==> src/rtl/int_div_32by16.sv <==
// Purpose: iterative 32/16 restoring divider, signed or unsigned, returning {remainder, quotient} with ov/zr/neg flags.
// Latency: fixed 18 cycles from the accept edge to done, error cases included; one quotient bit per ITER cycle.
// Backpressure: start is taken only while busy=0 (IDLE or DONE); start during busy is dropped, nothing is queued.
module int_div_32by16 #(
  parameter logic [31:0] ERR_PATTERN = 32'hDEADDEAD
) (
  input  logic        clk,
  input  logic        rst_n,
  input  logic        start,
  input  logic        sgn,
  input  logic [31:0] src0,
  input  logic [31:0] src1,
  output logic        busy,
  output logic        done,
  output logic [31:0] dst,
  output logic        ov,
  output logic        zr,
  output logic        neg
);

  typedef enum logic [2:0] {S_IDLE, S_LOAD, S_ITER, S_FIX, S_DONE} state_t;

  state_t state_q, state_d;

  logic        sgn_q, sgn_d;
  logic [31:0] dvd_q, dvd_d;
  logic [15:0] dvs_q, dvs_d;     // raw divisor until LOAD, magnitude afterwards
  logic [15:0] rem_q, rem_d;     // partial remainder
  logic [15:0] quo_q, quo_d;     // quotient shift register (low dividend bits shift out of the top)
  logic [3:0]  cnt_q, cnt_d;
  logic        qneg_q, qneg_d;
  logic        rneg_q, rneg_d;
  logic        err_q, err_d;
  logic [31:0] dst_q, dst_d;
  logic        ov_q, ov_d;
  logic        zr_q, zr_d;
  logic        neg_q, neg_d;

  logic [31:0] dvd_abs;
  logic [15:0] dvs_abs;
  logic [16:0] trial;
  logic [15:0] quo_fix;
  logic [15:0] rem_fix;
  logic        fix_err;

  // Upper divisor half is architecturally ignored.
  logic        unused_src1_hi;
  assign unused_src1_hi = ^src1[31:16];

  // State register.
  always_ff @(posedge clk or negedge rst_n) begin
    if (!rst_n) state_q <= S_IDLE;
    else        state_q <= state_d;
  end

  // Next-state: a fixed walk LOAD -> 16x ITER -> FIX -> DONE, re-entered straight from DONE on start.
  always_comb begin
    state_d = state_q;
    case (state_q)
      S_IDLE, S_DONE: state_d = start ? S_LOAD : S_IDLE;
      S_LOAD:         state_d = S_ITER;
      S_ITER:         state_d = (cnt_q == 4'd15) ? S_FIX : S_ITER;
      S_FIX:          state_d = S_DONE;
      default:        state_d = S_IDLE;
    endcase
  end

  // FSM outputs decoded from the registered state only, so no input reaches them combinationally.
  always_comb begin
    busy = (state_q == S_LOAD) || (state_q == S_ITER) || (state_q == S_FIX);
    done = (state_q == S_DONE);
  end

  assign dst = dst_q;
  assign ov  = ov_q;
  assign zr  = zr_q;
  assign neg = neg_q;

  // Datapath: operand capture, magnitude/sign setup, restoring iteration, sign fix-up and result latch.
  always_comb begin
    sgn_d  = sgn_q;
    dvd_d  = dvd_q;
    dvs_d  = dvs_q;
    rem_d  = rem_q;
    quo_d  = quo_q;
    cnt_d  = cnt_q;
    qneg_d = qneg_q;
    rneg_d = rneg_q;
    err_d  = err_q;
    dst_d  = dst_q;
    ov_d   = ov_q;
    zr_d   = zr_q;
    neg_d  = neg_q;

    dvd_abs = (sgn_q && dvd_q[31]) ? (~dvd_q + 32'd1) : dvd_q;
    dvs_abs = (sgn_q && dvs_q[15]) ? (~dvs_q + 16'd1) : dvs_q;
    trial   = {rem_q, quo_q[15]} - {1'b0, dvs_q};
    quo_fix = qneg_q ? (~quo_q + 16'd1) : quo_q;
    rem_fix = rneg_q ? (~rem_q + 16'd1) : rem_q;
    // Magnitude 0x8000 is only representable as a negative 16-bit quotient.
    fix_err = err_q || (sgn_q && ((!qneg_q && (quo_q > 16'h7FFF)) ||
                                  ( qneg_q && (quo_q > 16'h8000))));

    case (state_q)
      S_IDLE, S_DONE: begin
        if (start) begin
          sgn_d = sgn;
          dvd_d = src0;
          dvs_d = src1[15:0];
        end
      end
      S_LOAD: begin
        dvs_d  = dvs_abs;
        rem_d  = dvd_abs[31:16];
        quo_d  = dvd_abs[15:0];
        qneg_d = sgn_q && (dvd_q[31] ^ dvs_q[15]);
        rneg_d = sgn_q && dvd_q[31];
        // A high half >= divisor means the magnitude quotient needs more than 16 bits.
        err_d  = (dvs_q == 16'd0) || (dvd_abs[31:16] >= dvs_abs);
        cnt_d  = 4'd0;
      end
      S_ITER: begin
        cnt_d = cnt_q + 4'd1;
        if (!trial[16]) begin
          rem_d = trial[15:0];
          quo_d = {quo_q[14:0], 1'b1};
        end else begin
          rem_d = {rem_q[14:0], quo_q[15]};
          quo_d = {quo_q[14:0], 1'b0};
        end
      end
      S_FIX: begin
        if (fix_err) begin
          dst_d = ERR_PATTERN;
          ov_d  = 1'b1;
          zr_d  = 1'b0;
          neg_d = 1'b0;
        end else begin
          dst_d = {rem_fix, quo_fix};
          ov_d  = 1'b0;
          zr_d  = ({rem_fix, quo_fix} == 32'd0);
          neg_d = sgn_q && quo_fix[15];
        end
      end
      default: ;
    endcase
  end

  // Datapath registers; reset clears everything so an aborted divide leaves no trace.
  always_ff @(posedge clk or negedge rst_n) begin
    if (!rst_n) begin
      sgn_q  <= 1'b0;
      dvd_q  <= 32'd0;
      dvs_q  <= 16'd0;
      rem_q  <= 16'd0;
      quo_q  <= 16'd0;
      cnt_q  <= 4'd0;
      qneg_q <= 1'b0;
      rneg_q <= 1'b0;
      err_q  <= 1'b0;
      dst_q  <= 32'd0;
      ov_q   <= 1'b0;
      zr_q   <= 1'b0;
      neg_q  <= 1'b0;
    end else begin
      sgn_q  <= sgn_d;
      dvd_q  <= dvd_d;
      dvs_q  <= dvs_d;
      rem_q  <= rem_d;
      quo_q  <= quo_d;
      cnt_q  <= cnt_d;
      qneg_q <= qneg_d;
      rneg_q <= rneg_d;
      err_q  <= err_d;
      dst_q  <= dst_d;
      ov_q   <= ov_d;
      zr_q   <= zr_d;
      neg_q  <= neg_d;
    end
  end

endmodule
==> config.mk <==
export PLATFORM = sky130hd
export DESIGN_NAME = int_div_32by16
export DESIGN_NICKNAME = d
export VERILOG_FILES = /design/src/rtl/int_div_32by16.sv
export SDC_FILE = /design/constraint.sdc
export NUM_CORES = 1
export LEC_CHECK = 0
export CORE_ASPECT_RATIO = 1.1
export CORE_MARGIN = 3
export CORE_UTILIZATION = 50
export CTS_CLUSTER_DIAMETER = 60
export DETAILED_ROUTE_END_ITERATION = 10
export PLACE_DENSITY = 0.71
export SLEW_MARGIN = 20
export SYNTH_ARGS = -nofsm -noshare
export SYNTH_HDL_FRONTEND = slang
export SYNTH_SLANG_ARGS = --single-unit
==> constraint.sdc <==
create_clock -name clk -period 5.5 [get_ports clk]
set_input_delay 0.825 -clock clk [delete_from_list [all_inputs] [get_ports clk]]
set_output_delay 0.825 -clock clk [all_outputs]
set_load 0.1 [all_outputs]
# [Yosys cells after proc, flatten, opt, wreduce, memory -nomap -nowiden]
# Cells that the tools add are included.
[totals] wordCells=73 latch_bits=0 register_bits=126 memories=0 inputBits=68 mem_bits_ro=0 mem_bits_rw=0 out_inout_bits=37
[classes] addsub=6 div=0 n_mux=18 bitwise_logic=5 shifts=0 n_eq_ne=6 n_mul=0 n_lt_le_gt_ge=3 n_reduce_logical=21
[op_table] cell="one-hot mux 16 bit (2 select lines)" n=3
[op_table] cell="2-to-1 mux 16 bit" n=5
[op_table] cell="2-to-1 mux 32 bit" n=2
[op_table] cell="adder 16 x 1 -> 16 bit, second input constant" n=3
[op_table] cell="NOT 16 bit" n=3
[op_table] cell="adder 32 x 1 -> 32 bit, second input constant" n=1
[op_table] cell="logical NOT 32 bit" n=1
[op_table] cell="NOT 32 bit" n=1
[op_table] cell="subtractor 17 x 16 -> 17 bit" n=1
[op_table] cell=">= comparator 16 bit" n=1
[op_table] cell="> comparator 16 x 15 -> 1 bit, second input constant" n=1
[op_table] cell="> comparator 16 bit, second input constant" n=1
[op_table] cell="logical NOT 16 bit" n=1
[op_table] cell="one-hot mux 3 bit (4 select lines)" n=1
[op_table] cell="one-hot mux 4 bit (2 select lines)" n=1
[op_table] cell="logical AND 1 bit" n=7
[op_table] cell="== test 3 x 2 -> 1 bit, second input constant" n=2
[op_table] cell="2-to-1 mux 1 bit" n=6
[op_table] cell="logical OR 1 bit" n=5
[op_table] cell="adder 4 x 1 -> 4 bit, second input constant" n=1
[op_table] cell="== test 4 bit, second input constant" n=1
[op_table] cell="AND reduction 2 bit" n=2
[op_table] cell="nonzero test 2 bit" n=2
[op_table] cell="== test 3 x 1 -> 1 bit, second input constant" n=1
[op_table] cell="6 further kinds" n=6

# [Logic depth before layout (Yosys ltp)]
# Gate-level depths: netlist (run 1).
[logic_depth] word_depth=6 mapped_depth=17 depth_no_buf=16

# [Worst setup path after synthesis (run 1)]
# Ideal clock, no wire load.
[synth_path] kind="register -> register" start="reg dvd_q[8]" end="reg err_q" setup_time_ns=0.124 path_stages_with_launch=16 setup_slack_ns=1.438 required_ns=5.376 t_arrival_ns=3.938 synth_period_minus_slack_ns=4.062 cell_sequence="dfrtp_1 > or4_1 > or4_1 > or3_1 > clkbuf_1 > o21ai_0 > xor2_1 > ha_1 > nand2b_1 > a21o_1 > a21o_1 > a21o_1 > a21o_1 > a21o_1 > a211o_1 > a211o_1"
[synth_between] elab_chain_cells=5
[synth_rtl] item="start, declared" line="26" rtl="logic [31:0] dvd_q, dvd_d;"
[synth_rtl] item="start signal, assigned" line="167" rtl="dvd_q <= dvd_d;"
[synth_rtl] item="NOT 32 bit" line="95" rtl="dvd_abs = (sgn_q && dvd_q[31]) ? (~dvd_q + 32'd1) : dvd_q;"
[synth_rtl] item="adder 32 x 1 -> 32 bit" line="95"
[synth_rtl] item="2-to-1 mux 32 bit" line="95"
[synth_rtl] item=">= comparator 16 bit" line="119" rtl="err_d = (dvs_q == 16'd0) || (dvd_abs[31:16] >= dvs_abs);"
[synth_rtl] item="logical OR 1 bit" line="119"
[synth_rtl] item="end signal, assigned" line="174" rtl="err_q <= err_d;"
[synth_rtl] item="end, declared" line="33" rtl="logic err_q, err_d;"
# No other way between the ends.
# A chain may end at the register's enable or synchronous reset.

# [Final worst setup path (run 1)]
# Ends and elaborated chain as after synthesis.

==> results.md, run 1 <==
- The run finished with clean final reports.
- Traced cell by cell, the critical path runs through or4_1 -> or4_1 -> or3_1 -> o21ai_0 -> xor2_1 -> ha_1 -> nand2b_1 -> a21o_1 -> a21o_1 -> a21o_1 -> a21o_1 -> a21o_1 -> a211o_1 -> a211o_1.
- During synthesis, Yosys emitted a total of 0 warnings.
- The sort of element at the end of the critical path is a register.
- For the pin with the worst max-slew slack, the measured transition is 0.969 ns.
- The worst-case headroom to the max-slew limit is between 30% and 40%.
- Clock tree synthesis inserted a total of 17 buffers.
- The largest net degree at the start of global routing is 81.
- The H-tree was split into 4 levels.
- The hold buffer count at CTS is 0.
- In this run, synthesis inferred 0 flip-flops with an integrated enable.
- The via total after detailed routing is 6,830.
- The max capacitance violation total is 0.
- The register area is around 0.0032 mm^2.
- The clock arrives with roughly 0.0075 ns of skew.
- The filler cell count in the final layout is 1,378.
- Input and output buffers added on the ports amount to ~90.
- The end of the worst register-to-register path is err_q$_DFFE_PN0P_.
- The number of slew-limit violations in the final report came to 0.
- The cell family contributing the most delay on the critical path is simple AND/OR/NAND/NOR gates.
- The via count of the first global-routing pass is roughly 6,500.
- The synthesized design contains ~130 register bits.
- The setup TNS is 0 ns.
- Post-CTS repair changed the size of 0 cells.
- After synthesis, flip-flops and latches occupy between 30% and 40% of the total area.
- For this design the top-level I/O count stands at around 110.
- The slowest stage of the critical path belongs to the cell sky130_fd_sc_hd__or4_1.
- The longest individual stage delay on the worst path is about 0.6 ns.
- After synthesis, the cell types taking the most area are sky130_fd_sc_hd__dfrtp_1, sky130_fd_sc_hd__ha_1, sky130_fd_sc_hd__xnor2_1, sky130_fd_sc_hd__mux2_2, sky130_fd_sc_hd__o21ai_0.
- The maximum buffer depth of the clock tree is 2.
- The count of nets left with antenna violations once routing finished came out at 0.
- Setup violations remaining at the end of the flow were counted as 0.
- The detailed-route wire length per cell is 17.7 um.
- The start point of the critical path is dvd_q[8]$_DFFE_PN0P_.
- Together, buffers and inverters on the worst path number 0.
- The wire length of the first global-routing pass is around 34 mm.
- By instance count, the cell type seen most on the critical path is sky130_fd_sc_hd__a21o_1.
- The multi-input combinational cells in the finished layout cover a total of about 0.0046 mm^2.
- The row count is 48.
- Once the floorplan was initialized, standard cells occupied roughly half of the core.
- The cell count after synthesis is ~900.
- Setup repair after global routing left no endpoint under its margin.
- The number of design rule violations left after detail routing is 0.
- The share of async-settable or async-resettable flops after synthesis is 100%.
- For this block, the routed nets add up to 20.6 mm of wire.
- Data on the critical path arrives at its endpoint at roughly 4.7 ns.
- The growth of design area from synthesis to finish is 19.9%.
- After detailed routing, the number of vias per cell comes to roughly 5.9.
- The type of origin of the critical path is a register.
- The number of nets at the end of the flow is about 1,100.
- At the later pin of the worst-skew pair, clock insertion delay measures roughly 0.42 ns.
- The core region is 0.0158 mm^2.
- The worst reg2reg path depth is 14.
- The repair_antennas step left the layout with diodes totalling 0.
- The synthesized design spends more area on one cell type than any other, namely sky130_fd_sc_hd__dfrtp_1.
- The tightest min-delay check is of the input pin to async pin type.
- The initial antenna violation count is 0.
- The fraction of synthesized cell area taken by the top area cell type is between 30% and 40%.
- The detailed-router iteration count before antenna repair is 6.
- The die height is ~140 um.
- The post-DP HPWL is between 10 and 15 mm.
- Post-CTS timing repair inserted 0 buffers for setup.
- The root buffer cell chosen for the clock tree is sky130_fd_sc_hd__clkbuf_16.
- The clock sink total is roughly 130.
- The flop-to-flop setup slack is 1.10 ns.
- The die outline area is roughly 0.018 mm^2.
- The maximum fanout encountered on the critical timing path is 7.
- Data on the critical path is required at its endpoint by slightly below 6 ns.
- The fraction of final layout cells sized beyond drive strength 1 is a little under a tenth.
- The combined global-route utilization of all metal layers is roughly a quarter.
- The iteration-0 DRC count of the detailed router is between 500 and 600.
- A synthesized cell averages roughly 9.2 um^2.
- The reg-to-reg critical path startpoint is dvd_q[8]$_DFFE_PN0P_.
- The setup path with the least slack is of type register to register.
- The count of different cell masters after synthesis is 65.
- The synthesized netlist occupies a cell area of roughly 0.0081 mm^2.
- The smallest clock period supported by the final layout is computed as 4.40 ns.
- Among all flip-flop cells after synthesis, the most frequent one is sky130_fd_sc_hd__dfrtp_1.
- The final count of hold timing violations is 0.
- The total overflow reported by the global router is 0.
- The TritonCTS clock tree is done.
- The congestion estimate from routability-driven global placement came to between 0.9 and 1.
- Counting every net in the synthesized netlist gives about 1,000.
- The width of the chip is around 130 um.
- The clock edge transition at the registers on the reported setup and hold paths is 0.06 ns.
- Of the available clock period, the critical path in the final layout requires about 80%.
- Timing would allow up to around 230 MHz.
-- cell usage after synthesis (all sizes together) (6+ instances only) --
cell type  instances
dfrtp            126
nand2             92
o21ai             74
nor2              70
a21oi             51
xnor2             49
clkbuf            41
ha                39
xor2              35
mux2              33
inv               31
o31ai             27
mux2i             18
a22oi             15
nor3              15
o22ai             13
a211oi            12
a21o              12
buf               10
or3               10
or4                9
nand3              8
nand4              8
nand2b             7
nor4               7
o41ai              7
and2               6
-- registers in the layout, indices dropped and copies added, names as in the netlist --
name     cells
dvd_q       32
quo_q       16
neg          1
err_q        1
dst         32
dvs_q       16
rneg_q       1
ov           1
zr           1
qneg_q       1
sgn_q        1
cnt_q        4
rem_q       16
state_q      3
-- metal layers --
layer	track usage, %	vias to the layer above	share of wire [%]
met5	0	-	0
met4	8.47	0	2.1
met3	4.53	32	6.1
met2	36.8	216	46
met1	34.2	3259	46
li1	-	3323	-
-- logic make-up after synthesis --
kind of cell	after synthesis	synth area share (%)
AO/OA/AOI/OAI	245	19.2
XOR/XNOR	84	9.06
adder cells (fa/ha/maj)	40	6.26
buffers and inverters	83	4.45
flip-flops	126	38.8
multiplexers	51	6.80
AND/OR/NAND/NOR	257	15.4
-- worst register-to-register path: stages (launching register included) --
cell	delay, ns
sky130_fd_sc_hd__dfrtp_1	0.42
sky130_fd_sc_hd__or4_1	0.60
sky130_fd_sc_hd__or4_1	0.48
sky130_fd_sc_hd__or3_1	0.46
sky130_fd_sc_hd__o21ai_0	0.23
sky130_fd_sc_hd__xor2_1	0.28
sky130_fd_sc_hd__ha_1	0.28
sky130_fd_sc_hd__nand2b_1	0.14
sky130_fd_sc_hd__a21o_1	0.17
sky130_fd_sc_hd__a21o_1	0.17
sky130_fd_sc_hd__a21o_1	0.17
sky130_fd_sc_hd__a21o_1	0.16
sky130_fd_sc_hd__a21o_1	0.17
sky130_fd_sc_hd__a211o_1	0.28
sky130_fd_sc_hd__a211o_1	0.25
-- cell usage in the layout, fill, tap and decap left out, drive strengths merged, types with 4 or more instances in the layout --
cell type	n
dfrtp	126
nand2	92
clkdlybuf4s50	87
o21ai	74
nor2	70
a21oi	51
xnor2	49
ha	39
xor2	35
mux2	33
inv	31
o31ai	27
clkbuf	23
mux2i	18
a22oi	15
nor3	15
o22ai	13
a21o	12
a211oi	12
buf	10
or3	10
or4	9
nand4	8
nand3	8
o41ai	7
nor4	7
nand2b	7
and2	6
nand3b	5
nor3b	5
and3	4
a21boi	4
bufinv	4
-- metrics by stage --
stage	cells	area [um^2]	util (%)	hold WS, ns	setup slack (ns)
after floorplan	886	8120	-	0.457	1.44
after global placement	1132	9090	57.5	0.450	1.19
after detailed placement	1132	9090	57.5	0.456	1.12
after CTS	1164	9730	61.6	0.468	1.12
after global routing	1164	9740	61.6	0.492	0.925
final	1164	9740	61.6	0.459	1.10
-- worst max path at each step --
stage / end / slack [ns] / cells after the start
after floorplan: err_q$_DFFE_PN0P_ / 1.44 / 15
after global placement: err_q$_DFFE_PN0P_ / 1.19 / 14
after detailed placement: err_q$_DFFE_PN0P_ / 1.12 / 14
after CTS: err_q$_DFFE_PN0P_ / 1.12 / 14
after global routing: err_q$_DFFE_PN0P_ / 0.93 / 14
final: err_q$_DFFE_PN0P_ / 1.10 / 14
-- area by class of cell --
type                       count  area share (%)
clock buffer                  23            5.01
timing repair buffer          97            9.75
tap                          200            2.57
clock inverter                 9            1.61
inverter                      32            1.23
sequential                   126            32.4
multi-input combinational    677            47.4
Power of run 1 is not shown: default switching activity piles up to over one toggle a cycle in this logic, so the estimate is an artifact.
==> inputs of run 2 (changes only) <==
clock period = 4.51 ns   (was 5.5 ns; I/O delays follow)
==> run 2 against run 1 <==
  * Via count is 0.23% higher
  * Flip-flop and latch count stayed put
  * Worst hold slack worse by 0.10 ns
  * Setup slack got worse by 0.89 ns
  * First-iteration DRC count increased by 4.0%
  * Utilization hardly changed
  * Final cell count is essentially flat
  * Count of clock-buffer cells in the layout shrank 3
  * Die area is the same
  * Clock skew is 0.00094 ns higher
  * Routed wire length increased by 2.2%
  * Critical path type unchanged
  * Critical endpoint unchanged
  * Highest routed layer unchanged
==> results.md, run 2 (synthesis gave the netlist of run 1 again) <==
- The run finished with clean final reports.
- Setup repair after global routing left no endpoint under its margin.
- The maximum fanout encountered on the critical timing path is 7 (unchanged).
- The post-DP HPWL is 15.2 mm (+2.2%).
- The commonest non-fill, non-tap cell in the layout is sky130_fd_sc_hd__dfrtp_1.
- The post-cts gate resize count is 0 (unchanged).
- The largest net degree at the start of global routing is 64 (-21%).
- The final count of hold timing violations is 0 (unchanged).
- The cell family contributing the most delay on the critical path is simple AND/OR/NAND/NOR gates.
- The detailed-route wire length per cell came to 18.1 um (+2.1%).
- The die height came to 140 um (unchanged).
- The via density per instance is 5.88 (+0.15%).
- The clock edge transition at the registers on the reported setup and hold paths is 0.06 ns (about the same).
- The signal on the critical path passes through or4_1 -> or4_1 -> or3_1 -> o21ai_0 -> xor2_1 -> ha_1 -> nand2b_1 -> a21o_1 -> a21o_1 -> a21o_1 -> a21o_1 -> a21o_1 -> a211o_1 -> a211o_1.
- The filler cell count in the final layout came to 1,382 (+0.29%).
- In the layout the commonest cells are sky130_fd_sc_hd__dfrtp_1, sky130_fd_sc_hd__nand2_1, sky130_fd_sc_hd__clkdlybuf4s50_1.
- The starting density of the core came to 51.4% (unchanged).
- The required arrival time at the worst endpoint is 4.83 ns (-0.97 ns).
- The number of CTS-inserted buffers is 17 (unchanged).
- The slew of the pin with the lowest slew margin is 1.05 ns (+0.0855 ns).
- The number of H-tree levels is 4 (unchanged).
- The combined buffer and inverter count along the critical path is 0 (unchanged).
- The top achievable clock speed is 233 MHz (+2.2%).
- The total overflow reported by the global router is 0 (unchanged).
- The standard cell area after detailed placement was 0.00910 mm^2 (about the same).
- The iteration-0 DRC count of the detailed router came to 569 (+4.0%).
- TritonCTS built the clock tree.
- The most prevalent standard cell on the critical path is sky130_fd_sc_hd__a21o_1.
- The path category of the worst min-delay check is input pin to async pin.
- The buffer count from post-CTS setup fixing is 0 (unchanged).
- The core region area is 0.0158 mm^2 (unchanged).
- In this run the clock root is driven by a sky130_fd_sc_hd__clkbuf_16.
- The via count of the first global-routing pass is 6,570 (+0.80%).
- The number of design rule violations left after detail routing was 0 (unchanged).
- The growth of design area from synthesis to finish is 19.9% (about the same).
- The initial antenna violation count is 0 (unchanged).
- The worst endpoint data arrival time was 4.62 ns (-0.08 ns).
- The setup TNS is 0 ns (unchanged).
- The clock sink total is 126 (unchanged).
- The cell area after layout is 0.00974 mm^2 (about the same).
- The clock tree skew after final layout came to 0.00848 ns (+0.000936 ns).
- The total I/O pin count is 105 (unchanged).
- The antenna diode count is 0 (unchanged).
- The die outline area is 0.0178 mm^2 (unchanged).
- The detailed-router iteration count before antenna repair is 6 (unchanged).
- The max capacitance violation total came to 0 (unchanged).
- The residual antenna-violating net count after detailed routing is 0 (unchanged).
- The number of nets at the end of the flow came to 1,060 (+0.094%).
- The wire length of the first global-routing pass is 34.0 mm (-1.0%).
- The fraction of final layout cells sized beyond drive strength 1 is 9.53% (+0.30 points).
- The post-detailed-routing wire length came to 21.0 mm (+2.2%).
- The sort of element at the end of the critical path is a register.
- The minimum clock period after layout is 4.30 ns (-0.0955 ns).
- The combined global-route utilization of all metal layers is 24.0% (-0.059 points).
- The longest individual stage delay on the worst path is 0.58 ns (-0.02 ns).
- The via total after detailed routing is 6,846 (+0.23%).
- The width of the chip is 128 um (unchanged).
- The cell with the largest stage delay on the worst path is sky130_fd_sc_hd__or4_1.
- The final estimated routing congestion in global placement is 0.887 (-2.5%).
- The insertion delay to the later sink of the worst-skew pair came to 0.43 ns (about the same).
- The worst-case headroom to the max-slew limit came to 29.7% (-5.5 points).
- STA classifies the critical path startpoint as a register.
- The critical path in this run is classified as register to register.
- The share of the cycle needed by the critical path after routing is 95.4% (+15 points).
- The number of slew-limit violations in the final report is 0 (unchanged).
- The row count is 48 (unchanged).
- The count of buffers inserted at the top-level ports is 88 (unchanged).
- The hold buffer count at CTS is 0 (unchanged).
- The final count of negative-setup-slack endpoints is 0 (unchanged).
- The maximum buffer depth of the clock tree is 2 (unchanged).
-- run 2: cell types whose count changed in the layout (fill, tap and decap cells not counted), sizes merged --
cell      previous run  this run
buf                 10        11
clkbuf              23        20
clkinv               3         5
clkinvlp             3         2
inv                 31        33
-- run 2: worst paths after layout --
| check | startpoint | endpoint | slack, ns | cells after the start |
|---|---|---|---|---|
| worst max-delay path | dvd_q[8]$_DFFE_PN0P_ | err_q$_DFFE_PN0P_ | 0.21 | 14 |
| worst min-delay path | rst_n | rem_q[6]$_DFFE_PN0P_ | 0.36 | 1 |
| worst max register to register | dvd_q[8]$_DFFE_PN0P_ | err_q$_DFFE_PN0P_ | 0.21 | 14 |
| worst min register to register | dst[3]$_DFFE_PN0P_ | dst[3]$_DFFE_PN0P_ | 0.46 | 2 |
| max in group asynchronous | rst_n | dst[14]$_DFFE_PN0P_ | 3.19 | 2 |
| min in group clk | dst[3]$_DFFE_PN0P_ | dst[3]$_DFFE_PN0P_ | 0.46 | 2 |
-- run 2: metrics by stage --
step                      cells  hold slack [ns]  util [%]  setup slack (ns)
after global routing       1165            0.419      61.7            0.0163
after CTS                  1165            0.384      61.6             0.224
after detailed placement   1133            0.456      57.6             0.243
after floorplan             886            0.381         -             0.448
after global placement     1133            0.448      57.6             0.277
final                      1165            0.355      61.7             0.209
-- run 2: final cells by class --
cell class	instances	area, um^2	share of cell area, %
multi-input cells	677	4620	47.5
flip-flops and latches	126	3150	32.4
repair buffers	98	953	9.79
clock buffers	20	457	4.69
well taps	200	250	2.57
clock inverters	12	184	1.89
inverters	32	120	1.23
-- run 2: routing by layer --
| metal | GRT usage (%) | vias to the layer above | share of wire [%] |
|---|---|---|---|
| li1 | - | 3323 | - |
| met1 | 34.1 | 3265 | 47 |
| met2 | 36.6 | 220 | 45 |
| met3 | 4.49 | 38 | 4.8 |
| met4 | 8.47 | 0 | 2.5 |
| met5 | 0 | - | 0 |
Power of run 2 is left out for the same reason.
